$ cat src/rtl/chunked_addsub_unit.sv
// Multi-cycle adder/subtractor: processes CHUNK bits per clock, LSB chunk first,
// with the ripple carry registered between chunks. Start/busy/done handshake.
module chunked_addsub_unit #(
    parameter int unsigned WIDTH = 16,
    parameter int unsigned CHUNK = 4
) (
    input  logic             clk,
    input  logic             rst_n,
    input  logic             start_i,
    input  logic             sub_i,
    input  logic [WIDTH-1:0] a_i,
    input  logic [WIDTH-1:0] b_i,
    input  logic             ci_i,
    output logic             busy_o,
    output logic             done_o,
    output logic [WIDTH-1:0] result_o,
    output logic             co_o,
    output logic             ovf_o,
    output logic             zero_o,
    output logic             neg_o
);

    localparam int unsigned N  = WIDTH / CHUNK;
    localparam int unsigned CW = (N > 1) ? $clog2(N) : 1;
    localparam logic [CW-1:0] LastCnt = CW'(N - 1);

    typedef enum logic [1:0] {
        StIdle,
        StRun,
        StDone
    } state_e;

    state_e           state_q, state_d;
    logic [CW-1:0]    cnt_q, cnt_d;
    logic [WIDTH-1:0] opa_q, opa_d;
    logic [WIDTH-1:0] opb_q, opb_d;
    logic [WIDTH-1:0] acc_q, acc_d;
    logic             carry_q, carry_d;
    logic [WIDTH-1:0] result_q, result_d;
    logic             co_q, co_d;
    logic             ovf_q, ovf_d;
    logic             zero_q, zero_d;
    logic             neg_q, neg_d;

    logic [31:0]      base;
    logic [CHUNK-1:0] a_ch;
    logic [CHUNK-1:0] b_ch;
    logic [CHUNK:0]   ch_sum;
    logic             c_into_msb;
    logic             last_chunk;

    // Current chunk ripple stage
    always_comb begin
        base       = 32'(cnt_q) * CHUNK;
        a_ch       = opa_q[base +: CHUNK];
        b_ch       = opb_q[base +: CHUNK];
        ch_sum     = {1'b0, a_ch} + {1'b0, b_ch} + {{CHUNK{1'b0}}, carry_q};
        // Carry into the chunk's top bit recovered from its sum and operand bits
        c_into_msb = ch_sum[CHUNK-1] ^ a_ch[CHUNK-1] ^ b_ch[CHUNK-1];
        last_chunk = (cnt_q == LastCnt);
    end

    always_comb begin
        state_d  = state_q;
        cnt_d    = cnt_q;
        opa_d    = opa_q;
        opb_d    = opb_q;
        acc_d    = acc_q;
        carry_d  = carry_q;
        result_d = result_q;
        co_d     = co_q;
        ovf_d    = ovf_q;
        zero_d   = zero_q;
        neg_d    = neg_q;

        case (state_q)
            StIdle: begin
                if (start_i) begin
                    opa_d   = a_i;
                    opb_d   = sub_i ? ~b_i : b_i;
                    carry_d = ci_i ^ sub_i;
                    cnt_d   = '0;
                    state_d = StRun;
                end
            end
            StRun: begin
                acc_d[base +: CHUNK] = ch_sum[CHUNK-1:0];
                carry_d              = ch_sum[CHUNK];
                if (last_chunk) begin
                    state_d  = StDone;
                    cnt_d    = '0;
                    result_d = acc_d;
                    co_d     = ch_sum[CHUNK];
                    ovf_d    = c_into_msb ^ ch_sum[CHUNK];
                    zero_d   = (acc_d == '0);
                    neg_d    = acc_d[WIDTH-1];
                end else begin
                    cnt_d = cnt_q + 1'b1;
                end
            end
            StDone: begin
                state_d = StIdle;
            end
            default: begin
                state_d = StIdle;
            end
        endcase
    end

    always_ff @(posedge clk or negedge rst_n) begin
        if (!rst_n) begin
            state_q  <= StIdle;
            cnt_q    <= '0;
            opa_q    <= '0;
            opb_q    <= '0;
            acc_q    <= '0;
            carry_q  <= 1'b0;
            result_q <= '0;
            co_q     <= 1'b0;
            ovf_q    <= 1'b0;
            zero_q   <= 1'b0;
            neg_q    <= 1'b0;
        end else begin
            state_q  <= state_d;
            cnt_q    <= cnt_d;
            opa_q    <= opa_d;
            opb_q    <= opb_d;
            acc_q    <= acc_d;
            carry_q  <= carry_d;
            result_q <= result_d;
            co_q     <= co_d;
            ovf_q    <= ovf_d;
            zero_q   <= zero_d;
            neg_q    <= neg_d;
        end
    end

    assign busy_o   = (state_q == StRun);
    assign done_o   = (state_q == StDone);
    assign result_o = result_q;
    assign co_o     = co_q;
    assign ovf_o    = ovf_q;
    assign zero_o   = zero_q;
    assign neg_o    = neg_q;

endmodule

$ cat config.mk
export PLATFORM = sky130hd
export DESIGN_NAME = chunked_addsub_unit
export DESIGN_NICKNAME = d
export VERILOG_FILES = /design/src/rtl/chunked_addsub_unit.sv
export SDC_FILE = /design/constraint.sdc
export NUM_CORES = 1
export LEC_CHECK = 0
export ABC_CLOCK_PERIOD_IN_PS = 3610
export BUFFER_PORTS_ARGS = -buffer_cell sky130_fd_sc_hd__buf_4
export CORE_ASPECT_RATIO = 2
export CORE_UTILIZATION = 45
export DETAILED_ROUTE_END_ITERATION = 10
export GPL_TIMING_DRIVEN = 0
export PLACE_DENSITY = 0.66
export SLEW_MARGIN = 15
export SYNTH_ARGS = -nofsm -noshare
export SYNTH_HDL_FRONTEND = slang
export SYNTH_SLANG_ARGS = --single-unit
$ cat constraint.sdc
create_clock -name clk -period 3.61 [get_ports clk]
set_input_delay 0.361 -clock clk [delete_from_list [all_inputs] [get_ports clk]]
set_output_delay 0.361 -clock clk [all_outputs]
set_load 0.005 [all_outputs]
==> run metrics <==
proportion of layout cells with a drive suffix above 1=27.6%; #FFs+latches synth=72; pin count of the biggest net entering global routing=73; final estimated routing congestion in global placement=0.896; Final min period=3.21 ns; Lkg Pwr=0.00200 uW; pin slew with the least headroom to its limit=0.892 ns; effective utilization at floorplan=47.0%; required time of the critical path=3.84 ns; Detailed Place HPWL=6.61 mm; total global routing overflow=0; Post-Synthesis Mean Instance Area=10.8 um^2; number of H-tree levels=3; row count=45; aggregate negative setup slack=0 ns; synthesized netlist cell count=334; nets in the synthesized netlist=382; Startpoint Class=flip-flop; number of vias after detailed routing=2816; Setup WS pre-CTS=0.177 ns; dominant synthesized flop cell=dfrtp_1; clk slew on worst S/H paths=0.06 ns; setup repair after global routing missed its margin=no; CTS tree=yes; DRC viols=0; Die Y=128 um; headroom to the max-slew limit=40.5%; most frequent cells in the layout=dfrtp_1, buf_4, nor2_1; maximum clock skew at final layout=0.00715 ns; worst vdd rail ir drop=0.000653 V; All-Layer GR Usage=23.3%; Placeable Area=7660 um^2; IO Port Bufs=57; CTS root buf=clkbuf_16; clock sink count=72; vias per inst=5.63; number of iterations in the first detailed-routing pass=4; hold_buf cts=0; total wirelength of the detailed-routed design=8.54 mm; count of filler cells inserted in the layout=711; number of antenna violations at the first check in global routing=0; async set or reset register ratio after synthesis=100%; power density over the cells=1120 nW/um^2; Synthesis Warnings=0; post-cts repair resize count=0; final cycle utilization of the critical path=88.9%; status=completed; P&R area growth vs syn=23.7%; final-report max-slew violation count=0; most common cell after layout, fill and taps aside=dfrtp_1; Antenna diodes=0; total I/O pin count=59; total setup violations reported at the end of the flow=0; full die area=8380 um^2; die width=65.2 um; count of flip-flops with a built-in enable after synthesis=0; capturing element type of the critical path=flip-flop; max-cap check violation count=0; initial drt markers=147; count of nets left with antenna violations after detail routing=0; wire length of the first global-routing pass=14.3 mm; Inserted Clock Buffers=9; net count of the finished layout=449; share of synthesized area occupied by flip-flops and latches=50.1%; vias in the first global route=2922; final-report hold violation count=0; peak fanout along the critical path=15; path class of the lowest-slack min-delay path=in -> async; worst path arrival time=3.44 ns; total area of multi-input combinational cells=1650 um^2; clock insertion delay at the later pin of the skew report=0.34 ns; Netlist cell types=44; critical setup path kind=reg -> reg; cell area after synthesis=3600 um^2; FF+latch area=1800 um^2; Highest Clock Rate=0.312 GHz; worst path setup slack after routing=0.402 ns; routed length per instance=17.1 um; clock buffer depth=2
## report_power, final
part	internal, uW	switching, uW	leakage (uW)	total [uW]
Combinational	1060	1580	0.000971	2640
Clock	602	335	0.000156	937
Sequential	1180	220	0.000875	1400
## metrics by stage
stage	hold WS, ns	total power, uW	util [%]	instances	cell area (um^2)
after floorplan	0.0654	3170	-	334	3600
after global placement	0.459	3970	54.1	485	4150
after detailed placement	0.472	4050	54.1	485	4150
after CTS	0.185	4990	58.2	501	4460
after global routing	0.231	5350	58.2	500	4450
final	0.129	4970	58.2	500	4450
## registers in the layout, indices dropped and copies added (netlist names)
register,count
acc_q,16
opa_q,16
opb_q,16
result_o,16
cnt_q,2
state_q,2
carry_q,1
co_o,1
ovf_o,1
zero_o,1
## cell type report
cell class                      instances  area share, %
Buffer                                 17           1.94
Clock buffer                           10           5.14
Clock inverter                          6           1.88
Inverter                               16           1.35
Multi-Input combinational cell        228           37.0
Sequential cell                        72           40.5
Tap cell                               94           2.64
Timing Repair Buffer                   57           9.61
## cell families after synthesis
group | Yosys count | synth area share [%]
AO/OA/AOI/OAI | 75 | 14.6
XOR/XNOR | 19 | 4.62
multiplexers | 25 | 10.4
AND/OR/NAND/NOR | 98 | 11.8
adder cells (fa/ha/maj) | 11 | 4.24
flip-flops | 72 | 50.1
buffers and inverters | 34 | 4.21
## worst paths after layout
path	from	endpoint	slack [ns]	depth (start not counted)
min in group clk	a_i[6]	opa_q[6]$_DFFE_PN0P_	0.25	2
worst min register to register	result_o[13]$_DFFE_PN0P_	result_o[13]$_DFFE_PN0P_	0.47	2
max in group asynchronous	rst_n	opb_q[11]$_DFFE_PN0P_	2.88	1
worst max register to register	cnt_q[0]$_DFFE_PN0P_	zero_o$_DFFE_PN0P_	0.40	10
worst max-delay path	cnt_q[0]$_DFFE_PN0P_	zero_o$_DFFE_PN0P_	0.40	10
worst min-delay path	rst_n	result_o[5]$_DFFE_PN0P_	0.13	1
## timing repair
action                     CTS  global route
setup endpoints to repair    0             1
hold endpoints to repair     0             0
setup buffers                0             0
## cell usage after synthesis, types with 7 or more instances
cell type / count / area (um^2)
dfrtp_1: 72 / 1800
nand2_1: 25 / 93.8
xnor2_1: 18 / 158
ha_1: 9 / 113
mux2_2: 17 / 191
nor2_1: 50 / 188
buf_2: 10 / 50.1
inv_1: 15 / 56.3
o21ai_0: 8 / 40.0
a21oi_1: 23 / 115
mux4_2: 7 / 158
a22o_1: 13 / 114
a221oi_1: 12 / 105
## metal layers
metal / part of all wire (%) / vias up / track usage [%]
met5: 0 / - / 0
met4: 6.5 / 0 / 17.5
met3: 3.7 / 34 / 4.26
met2: 56 / 88 / 42.1
met1: 34 / 1374 / 22.6
li1: - / 1320 / -
## worst max-delay path, stage by stage (launching register included)
cell     delay [ns]
dfrtp_1        0.41
buf_6          0.23
mux4_2         0.57
fa_1           0.45
inv_1          0.09
fa_1           0.48
inv_1          0.21
nor2_1         0.08
o22ai_1        0.25
nor4_1         0.10
a32o_1         0.22
No activity file was read; power rests on OpenSTA's default activity.
